### config.mk
export PLATFORM = sky130hd
export DESIGN_NAME = sweep_ctrl_flat
export DESIGN_NICKNAME = d
export VERILOG_FILES = /design/src/rtl/sweep_ctrl_if.sv /design/src/rtl/sweep_ctrl.sv /design/src/flat_wrapper.sv
export SDC_FILE = /design/constraint.sdc
export NUM_CORES = 1
export LEC_CHECK = 0
export ABC_CLOCK_PERIOD_IN_PS = 4150
export CAP_MARGIN = 20
export CORE_MARGIN = 2
export CORE_UTILIZATION = 45
export DETAILED_ROUTE_END_ITERATION = 16
export PLACE_DENSITY_LB_ADDON = 0.08
export SYNTH_ARGS = -nofsm -noshare
export SYNTH_HDL_FRONTEND = slang
export SYNTH_SLANG_ARGS = --single-unit
export TNS_END_PERCENT = 100
### constraint.sdc
create_clock -name clk -period 4.15 [get_ports clk]
set_input_delay 1.0375 -clock clk [delete_from_list [all_inputs] [get_ports clk]]
set_output_delay 1.0375 -clock clk [all_outputs]
set_load 0.01 [all_outputs]
### src/rtl/sweep_ctrl_if.sv
// Host/counter-facing bundle for sweep_ctrl: start/abort handshake,
// sweep operands, status, and the drive/observe pair for the up/down counter.
interface sweep_ctrl_if #(
    parameter int WIDTH   = 8,
    parameter int LOOPS_W = 4
);
    logic               start;
    logic               abort;
    logic [WIDTH-1:0]   top;
    logic [LOOPS_W-1:0] loops;
    logic [WIDTH-1:0]   count;
    logic               cnt_rst;
    logic               cnt_up;
    logic               busy;
    logic               done;
    logic               aborted;
    logic [LOOPS_W-1:0] loops_left;

    modport master (
        output start, abort, top, loops, count,
        input  cnt_rst, cnt_up, busy, done, aborted, loops_left
    );

    modport slave (
        input  start, abort, top, loops, count,
        output cnt_rst, cnt_up, busy, done, aborted, loops_left
    );
endinterface

### src/rtl/sweep_ctrl.sv
// Triangle-sweep sequencer: steers an external up/down counter through
// 'loops' triangles of 0 -> top -> 0, holding it at 0 while idle.
module sweep_ctrl #(
    parameter int WIDTH   = 8,
    parameter int LOOPS_W = 4
) (
    input  logic        clk,
    input  logic        rst,
    sweep_ctrl_if.slave bus
);
    typedef enum logic [1:0] {IDLE, UP, DOWN, DONE} state_t;

    state_t             state_q, state_d;
    logic [WIDTH-1:0]   top_q, top_d;
    logic [LOOPS_W-1:0] loops_left_q, loops_left_d;
    logic               aborted_q, aborted_d;
    logic               cnt_rst_q, cnt_up_q, busy_q, done_q;
    logic [WIDTH-1:0]   top_m1;

    assign top_m1 = top_q - WIDTH'(1);

    always_comb begin
        state_d      = state_q;
        top_d        = top_q;
        loops_left_d = loops_left_q;
        aborted_d    = aborted_q;
        case (state_q)
            IDLE: if (bus.start) begin
                aborted_d = 1'b0;
                if (bus.top != '0 && bus.loops != '0) begin
                    state_d      = UP;
                    top_d        = bus.top;
                    loops_left_d = bus.loops;
                end else begin
                    state_d = DONE;
                end
            end
            UP: if (bus.abort) begin
                state_d   = DONE;
                aborted_d = 1'b1;
            end else if (bus.count >= top_m1) begin
                // Counter steps onto top_q on this same edge.
                state_d = DOWN;
            end
            DOWN: if (bus.abort) begin
                state_d   = DONE;
                aborted_d = 1'b1;
            end else if (bus.count <= WIDTH'(1)) begin
                state_d      = (loops_left_q > LOOPS_W'(1)) ? UP : DONE;
                loops_left_d = (loops_left_q != '0) ? loops_left_q - LOOPS_W'(1) : loops_left_q;
            end
            default: state_d = IDLE;
        endcase
    end

    // Outputs are registered, decoded from the state being entered.
    always_ff @(posedge clk) begin
        if (rst) begin
            state_q      <= IDLE;
            top_q        <= '0;
            loops_left_q <= '0;
            aborted_q    <= 1'b0;
            cnt_rst_q    <= 1'b1;
            cnt_up_q     <= 1'b1;
            busy_q       <= 1'b0;
            done_q       <= 1'b0;
        end else begin
            state_q      <= state_d;
            top_q        <= top_d;
            loops_left_q <= loops_left_d;
            aborted_q    <= aborted_d;
            cnt_rst_q    <= (state_d == IDLE) || (state_d == DONE);
            cnt_up_q     <= (state_d != DOWN);
            busy_q       <= (state_d == UP) || (state_d == DOWN);
            done_q       <= (state_d == DONE);
        end
    end

    assign bus.cnt_rst    = cnt_rst_q;
    assign bus.cnt_up     = cnt_up_q;
    assign bus.busy       = busy_q;
    assign bus.done       = done_q;
    assign bus.aborted    = aborted_q;
    assign bus.loops_left = loops_left_q;
endmodule

### src/flat_wrapper.sv
// flat-port wrapper written by rule: the top's interface ports become plain ports
module sweep_ctrl_flat 
#(
    parameter int WIDTH   = 8,
    parameter int LOOPS_W = 4
)
  (clk, rst, bus_start, bus_abort, bus_top, bus_loops, bus_count, bus_cnt_rst, bus_cnt_up, bus_busy, bus_done, bus_aborted, bus_loops_left);
  sweep_ctrl_if #(.WIDTH(WIDTH), .LOOPS_W(LOOPS_W)) bus_i ();
  input  logic clk;
  input  logic rst;
  input wire logic [$bits(bus_i.start)-1:0] bus_start;
  input wire logic [$bits(bus_i.abort)-1:0] bus_abort;
  input wire logic [$bits(bus_i.top)-1:0] bus_top;
  input wire logic [$bits(bus_i.loops)-1:0] bus_loops;
  input wire logic [$bits(bus_i.count)-1:0] bus_count;
  output wire logic [$bits(bus_i.cnt_rst)-1:0] bus_cnt_rst;
  output wire logic [$bits(bus_i.cnt_up)-1:0] bus_cnt_up;
  output wire logic [$bits(bus_i.busy)-1:0] bus_busy;
  output wire logic [$bits(bus_i.done)-1:0] bus_done;
  output wire logic [$bits(bus_i.aborted)-1:0] bus_aborted;
  output wire logic [$bits(bus_i.loops_left)-1:0] bus_loops_left;
  assign bus_i.start = bus_start;
  assign bus_i.abort = bus_abort;
  assign bus_i.top = bus_top;
  assign bus_i.loops = bus_loops;
  assign bus_i.count = bus_count;
  assign bus_cnt_rst = bus_i.cnt_rst;
  assign bus_cnt_up = bus_i.cnt_up;
  assign bus_busy = bus_i.busy;
  assign bus_done = bus_i.done;
  assign bus_aborted = bus_i.aborted;
  assign bus_loops_left = bus_i.loops_left;
  sweep_ctrl #(.WIDTH(WIDTH), .LOOPS_W(LOOPS_W)) u_core (.clk(clk), .rst(rst), .bus(bus_i));
endmodule
# Yosys cells after proc, flatten, opt, wreduce, memory -nomap -nowiden
# Index checks and enable logic that the tools add are counted.
# word_totals
ff_bits,19
inputBits,24
out_inout_bits,9
elab_cells,56
# op_classes
n_addsub,2
order_cmp,3
eq_ne,12
muxes,17
reduce_logical,14
# ops
cell,count
$mux 4,5
$mux 2,7
$ge 8x8->1,1
$le 8x1->1 const B,1
$ne 2x1->1 const B,4
$pmux 4 s2,1
$reduce_bool 4->1,2
$reduce_bool 8->1,1
$sub 8x1->8 const B,1
$eq 2x2->1 const B,3
$ne 2x2->1 const B,3
$pmux 2 s3,1
$reduce_and 3->1,2
$reduce_and 6->1,1
$eq 2x1->1 const B,2
$gt 4x1->1 const B,1
$logic_not 2->1,2
$reduce_bool 2->1,2
$sub 4x1->4 const B,1
$logic_or 1x1->1,2
$mux 1,2
$pmux 1 s2,1
$reduce_or 2->1,1
$logic_and 1x1->1,1

# Depth between registers and ports, before layout
# Gate-level depths: netlist (run 1).
# depth
depth_word,7
mapped_depth,13
mapped_depth_nobuf,13

# Least setup slack after synthesis (run 1)
# No wires, ideal clock.
# synth_timing
path_type,input -> register
start,input bus_count[0]
end,register u_core.cnt_rst_q (netlist: u_core.bus.cnt_rst)
setup_ns,0.127
arrival_ns,2.637
slack_ns,1.386
stages,9
path_buffers,0
cell_sequence,inv_1 -> ha_1 -> nand2b_1 -> nand3_1 -> a211o_1 -> a31o_2 -> a21oi_1 -> ha_1 -> or2_2
# synth_via
elab_chain_len,6
# synth_lines
item,line,source
"start, declared",flat_wrapper.sv:15,input wire logic [$bits(bus_i.count)-1:0] bus_count;
$le 8x1->1 or $ge 8x8->1 (tied branches),"sweep_ctrl.sv:48, sweep_ctrl.sv:41",
"$mux 2, on equally long branches","sweep_ctrl.sv:48, sweep_ctrl.sv:41",
"$mux 2, on equally long branches","sweep_ctrl.sv:45, sweep_ctrl.sv:38",
$pmux 2 s3 *,sweep_ctrl.sv:27,case (state_q)
net u_core.state_d[1],sweep_ctrl.sv:13,"state_t state_q, state_d;"
$eq 2x2->1 or $logic_not 2->1 (tied branches),sweep_ctrl.sv:72,cnt_rst_q <= (state_d == IDLE) || (state_d == DONE);
$logic_or 1x1->1 *,sweep_ctrl.sv:72,
"end signal, assigned",sweep_ctrl.sv:72,
"end, declared",sweep_ctrl.sv:17,"logic cnt_rst_q, cnt_up_q, busy_q, done_q;"
# The timed path passes the listed nets; every way through them passes the cells marked *.
# A chain may end at the register's enable or synchronous reset.

# Worst setup path in the final report (run 1)
# layout_timing
start,input bus_count[2]
end,register u_core.cnt_rst_q (netlist: u_core.bus.cnt_rst)
# layout_via
elab_chain_len,6
# layout_lines
item,line
$le 8x1->1 or $ge 8x8->1 (tied branches),"sweep_ctrl.sv:48, sweep_ctrl.sv:41"
"$mux 2, on equally long branches","sweep_ctrl.sv:48, sweep_ctrl.sv:41"
"$mux 2, on equally long branches","sweep_ctrl.sv:45, sweep_ctrl.sv:38"
$pmux 2 s3 *,sweep_ctrl.sv:27
$eq 2x2->1 or $logic_not 2->1 (tied branches),sweep_ctrl.sv:72
$logic_or 1x1->1 *,sweep_ctrl.sv:72
# Every way passes the cells marked *; elsewhere a longest branch is shown, timed or not.

==> results of run 1 <==
[sequential cells by signal (all words and copies together) (netlist names)]
| register | count |
|---|---|
| u_core.bus.busy | 1 |
| u_core.top_q | 8 |
| u_core.bus.aborted | 1 |
| u_core.bus.done | 1 |
| u_core.bus.loops_left | 4 |
| u_core.bus.cnt_rst | 1 |
| u_core.state_q | 2 |
| u_core.bus.cnt_up | 1 |
[report_power, final]
part	switching, µW	leakage [µW]	total [µW]	internal [µW]
clock network	57.9	0.0000177	93.8	35.9
registers	58.2	0.000156	300	241
logic	337	0.000534	670	333
[path summary, 6_finish.rpt]
check                       endpoint  slack [ns]
setup / recovery  u_core.bus.cnt_rst        1.07
hold / removal    u_core.bus.aborted        0.54
setup reg to reg  u_core.bus.cnt_rst        1.30
hold reg to reg   u_core.bus.aborted        0.54
[metrics by stage]
stage | total power, µW | area [µm²]
after floorplan | 786 | 1380
after global placement | 952 | 1710
after detailed placement | 977 | 1710
after CTS | 1070 | 1740
after global routing | 1180 | 1740
final | 1060 | 1740
[layout make-up]
| cell class | count | area [µm²] |
|---|---|---|
| clock inverters | 1 | 5.00 |
| inverters | 12 | 45.0 |
| fillers | 289 | 1240 |
| multi-input cells | 121 | 922 |
| flip-flops and latches | 19 | 380 |
| repair buffers | 32 | 320 |
| clock buffers | 3 | 22.5 |
| well taps | 33 | 41.3 |
[routing by layer]
layer	GRT usage	wire length (µm)	part of all wire	vias up
li1	-	-	-	616
met1	0.229	1300	0.43	570
met2	0.372	1600	0.53	20
met3	0.0262	77	0.025	4
met4	0.0682	40	0.013	0
met5	0	0	0	-
[worst max-delay path: stages]
cell and delay, ns:
clkdlybuf4s50_1 0.45, ha_1 0.33, a211oi_1 0.27, a211o_1 0.19
a41oi_1 0.16, or2_1 0.25, ha_1 0.28, or2_2 0.30
[cell usage after synthesis]
master / number / area, µm²
a211o_1: 2 / 17.5
a211oi_1: 3 / 22.5
a211oi_2: 2 / 25.0
a21oi_1: 10 / 50.1
a21oi_2: 2 / 17.5
a2bb2oi_4: 1 / 26.3
a31o_2: 1 / 8.76
a31oi_2: 1 / 12.5
a41oi_1: 1 / 8.76
and2_1: 1 / 6.26
buf_2: 1 / 5.00
buf_6: 1 / 11.3
clkbuf_1: 3 / 11.3
dfxtp_1: 19 / 380
ha_1: 18 / 225
inv_1: 12 / 45.0
mux2i_1: 8 / 80.1
nand2_1: 6 / 22.5
nand2_2: 1 / 6.26
nand2b_1: 6 / 37.5
nand3_1: 2 / 10.0
nand4_1: 1 / 6.26
nand4_2: 1 / 12.5
nor2_1: 20 / 75.1
nor2b_1: 3 / 18.8
nor3_1: 6 / 30.0
nor3_2: 1 / 10.0
nor4_1: 3 / 18.8
nor4_4: 1 / 21.3
nor4b_1: 1 / 8.76
o21a_1: 1 / 7.51
o21ai_0: 3 / 15.0
o21ai_1: 2 / 10.0
o22ai_1: 1 / 6.26
o41ai_2: 1 / 16.3
or2_1: 1 / 6.26
or2_2: 1 / 6.26
or3_1: 1 / 6.26
or3b_1: 1 / 8.76
xnor2_1: 4 / 35.0
xor2_1: 3 / 26.3
[cell families (layout without fill, tap and decap cells)]
logic type	Yosys count	count (layout)	share of synthesized area
flops	19	19	0.277
mux	8	8	0.0582
buf+inv	17	48	0.0528
fa+ha+maj	18	18	0.164
compound gates	31	31	0.177
simple gates	57	57	0.227
xor+xnor	7	7	0.0446
==> impl_metrics.yaml, run 1 <==
floorplanning:
  coreArea_um2: 2980
  die_width_um: 59.3
  ios: 33
  rows: 20
  dieArea_um2: 3510
  start_util: 0.462
  die_height_um: 59.3
cells_and_area:
  mostFrequentLayoutCell: "clkdlybuf4s50_1"
  final_cells: 221
  area_delta_synth_final_pct: 26.3
  drive_above_1_share: 0.0904
  utilization: 0.583
  antenna_cells: 0
  layout_common_cells: "clkdlybuf4s50_1, nor2_1, dfxtp_1"
  nets: 231
sta:
  setup_violations: 0
  worst_pin_slew_ns: 0.678
  worst_slack_ns: 1.07
  hold_violations: 0
  period_needed_ns: 3.08
  final_max_slew_viol_count: 0
  hold_slack_ns: 0.541
  setup_tns_ns: 0
  max_slew_margin: 0.547
  skew_ns: 0.00112
  rsz0062_at_grt: "no"
  fmax_mhz: 325
  post-route-period-util: 0.741
clock_tree:
  cts_made_buffers: 3
  root_buffer: "clkbuf_4"
  cts_tree: "built"
  cts_setup_buffers: 0
  ctsHoldBuffers: 0
  max-clock-path-buffers: 2
  clk_pin_slew_worst_paths_ns: 0.11
  post_cts_resized: 0
  clock_latency_ns: 0.29
  cts.sinks: 19
  cts_max_level: 1
routing:
  dr.pass1.iters: 2
  via_count: 1210
  drc: 0
  drt-initial-drc-count: 26
  postRouteAntennaNets: 0
  vias_per_cell: 5.48
  wl_per_cell_um: 13.7
  finalWirelength_mm: 3.02
placement:
  io_buffers: 32
  pre_cts_slack_ns: 0.745
  dp_hpwl_mm: 2.49
  place.gp.congestion: 0.807
  dp.cells: 217
yosys:
  syn_area_per_cell_um2: 8.76
  yosysUniqueCellTypes: 41
  netlist_area_um2: 1380
  ys_seq_area_frac: 0.277
  ys_seq_elements: 19
  syn_inst: 157
  ys_warn_count: 0
  syn_nets: 199
grt:
  grt_pass1_vias: 1259
  grt_pass1_wl_mm: 5.35
  grt_usage: 0.199
  antenna_found_initial: 0
  grt_max_degree: 19
  grt_overflow: 0
hold_path:
  hold_start: "u_core.bus.aborted"
  hold_path_class: "reg -> reg"
  min_path_cells: 2
critical_path:
  reg2reg_from: "u_core.top_q[2]"
  crit_path_start: "bus_count[2]"
  required_ns: 4.34
  critical_path.max_fanout: 3
  end_kind: "flop"
  path_class: "in -> reg"
  worst_setup_path_start_kind: "primary input"
  reg2reg_depth: 11
  crit_arrival_ns: 3.27
power:
  irDropWorstVdd_mv: 0.255
  power_density_nw_per_um2: 612
  p_leak_uw: 0.000709
outcome:
  status: "complete, no violations"
flow_run:
  drv_cap: 0
(Power assumes the default switching activity.)
==> run 2, diff against run 1 <==
ABC_CLOCK_PERIOD_IN_PS = 3100   (was 4150)
clock period = 3.1 ns   (was 4.15 ns; I/O delays follow)
==> run 2 against run 1 <==
Against the previous run: clock skew is essentially flat; cell count grew 2.3%; flip-flop and latch count is the same; cell area grew 2.2%; die area is the same; clock power grew 34%; critical path depth grew 1; sequential share of layout area shrank 0.46 points; sequential power grew 34%; via count grew 1.1%; worst hold slack gained 0.0036 ns; highest routed layer unchanged.
==> impl_metrics.yaml, run 2 (same netlist as run 1, synthesis figures left out) <==
grt:
  grt_pass1_vias: 1269
  grt_overflow: 0
  grt_pass1_wl_mm: 5.19
  grt_usage: 0.192
  antenna_found_initial: 0
  grt_max_degree: 19
cells_and_area:
  area_delta_synth_final_pct: 29.0
  largest_reg_flops: 8
  seq_area_um2: 380
  mostFrequentLayoutCell: "clkdlybuf4s50_1"
  drive_above_1_share: 0.114
  antenna_cells: 0
  utilization: 0.596
  layout_common_cells: "clkdlybuf4s50_1, nor2_1, dfxtp_1"
  num-fill-cells: 292
  final_cells: 226
  regMostFlops: "u_core.top_q"
  final_area_um2: 1770
  multi_input_area_um2: 922
  nets: 236
routing:
  wl_per_cell_um: 13.3
  wl_met1_mm: 1.23
  wl_met3_um: 150
  postRouteAntennaNets: 0
  top_layer_used: "met4"
  drc: 0
  finalWirelength_mm: 3.02
  drt-initial-drc-count: 41
  wl_met2_mm: 1.62
  via_count: 1223
  vias_per_cell: 5.41
  dr.pass1.iters: 4
sta:
  worst_pin_slew_ns: 0.665
  skew_ns: 0.00101
  worst_slack_ns: 0.243
  hold_violations: 0
  final_max_slew_viol_count: 0
  hold_slack_ns: 0.545
  setup_violations: 0
  fmax_mhz: 350
  max_slew_margin: 0.555
  rsz0062_at_grt: "no"
  post-route-period-util: 0.922
  period_needed_ns: 2.86
critical_path:
  worst_setup_path_start_kind: "primary input"
  required_ns: 3.29
  r2r_end: "u_core.bus.cnt_rst"
  end_kind: "flop"
  crit_arrival_ns: 3.05
  rrSetupSlack_ns: 0.27
  crit_path_start: "bus_count[5]"
  critical_path.max_fanout: 2
  crit_end: "u_core.bus.cnt_rst"
  reg2reg_from: "u_core.top_q[2]"
  reg2reg_depth: 11
  path_class: "in -> reg"
clock_tree:
  ctsHoldBuffers: 0
  cts.sinks: 19
  cts_tree: "built"
  cts_setup_buffers: 0
  cts_max_level: 1
  root_buffer: "clkbuf_4"
  clk_pin_slew_worst_paths_ns: 0.11
  cts_made_buffers: 3
  clock_latency_ns: 0.29
  post_cts_resized: 0
  max-clock-path-buffers: 2
placement:
  place.gp.congestion: 0.825
  dp_hpwl_mm: 2.46
  pre_cts_slack_ns: -0.00783
  io_buffers: 32
  placed_area_um2: 1750
  dp.cells: 222
flow_run:
  drv_cap: 0
hold_path:
  hold_path_class: "reg -> reg"
  min_path_cells: 2
floorplanning:
  dieArea_um2: 3510
  start_util: 0.462
  rows: 20
  die_width_um: 59.3
  coreArea_um2: 2980
  ios: 33
  die_height_um: 59.3
power:
  irDropWorstVdd_mv: 0.291
  power_density_nw_per_um2: 816
  p_leak_uw: 0.000734
outcome:
  status: "complete, no violations"
[run 2: changes by cell type in the layout (fill, tap and decap cells not counted), sizes merged]
cell  previous run  this run
buf              0         5
[run 2: stage by stage]
step / total power (µW) / TNS (ns)
after floorplan: 1050 / 0
after global placement: 1290 / 0
after detailed placement: 1330 / -0.00783
after CTS: 1460 / 0
after global routing: 1590 / 0
final: 1450 / 0
[run 2: how the worst min path moves through the flow]
stage | start | endpoint | slack, ns
global placement | u_core.bus.aborted | u_core.bus.aborted | 0.51
finish | u_core.bus.aborted | u_core.bus.aborted | 0.54
detailed placement | u_core.bus.aborted | u_core.bus.aborted | 0.53
global route | u_core.bus.aborted | u_core.bus.aborted | 0.57
floorplan | u_core.top_q[7] | u_core.top_q[7] | 0.48
CTS | u_core.bus.aborted | u_core.bus.aborted | 0.55
[run 2: worst max-delay path, stage by stage]
cell and delay (ns):
clkdlybuf4s50_1 0.47, ha_1 0.35, a211oi_1 0.24, nor2_1 0.09, nor2_1 0.14, a41oi_1 0.16
or2_1 0.24, ha_1 0.28, or2_2 0.30
[run 2: layout make-up]
class                   count  share of cell area
clock buffers               3              0.0127
clock inverters             1             0.00282
inverters                  12              0.0254
multi-input cells         121               0.520
flip-flops and latches     19               0.214
well taps                  33              0.0233
repair buffers             37               0.202
[run 2: layer usage]
metal / GRT usage / vias to the layer above
met2: 0.366 / 30
li1: - / 620
met5: 0 / -
met4: 0.0779 / 0
met1: 0.205 / 571
met3: 0.0328 / 2
[run 2: report_power, final]
| part | switching (µW) | internal (µW) | leakage, µW |
|---|---|---|---|
| Combinational | 456 | 463 | 0.000560 |
| Clock | 77.6 | 48.0 | 0.0000177 |
| Sequential | 79.9 | 323 | 0.000156 |
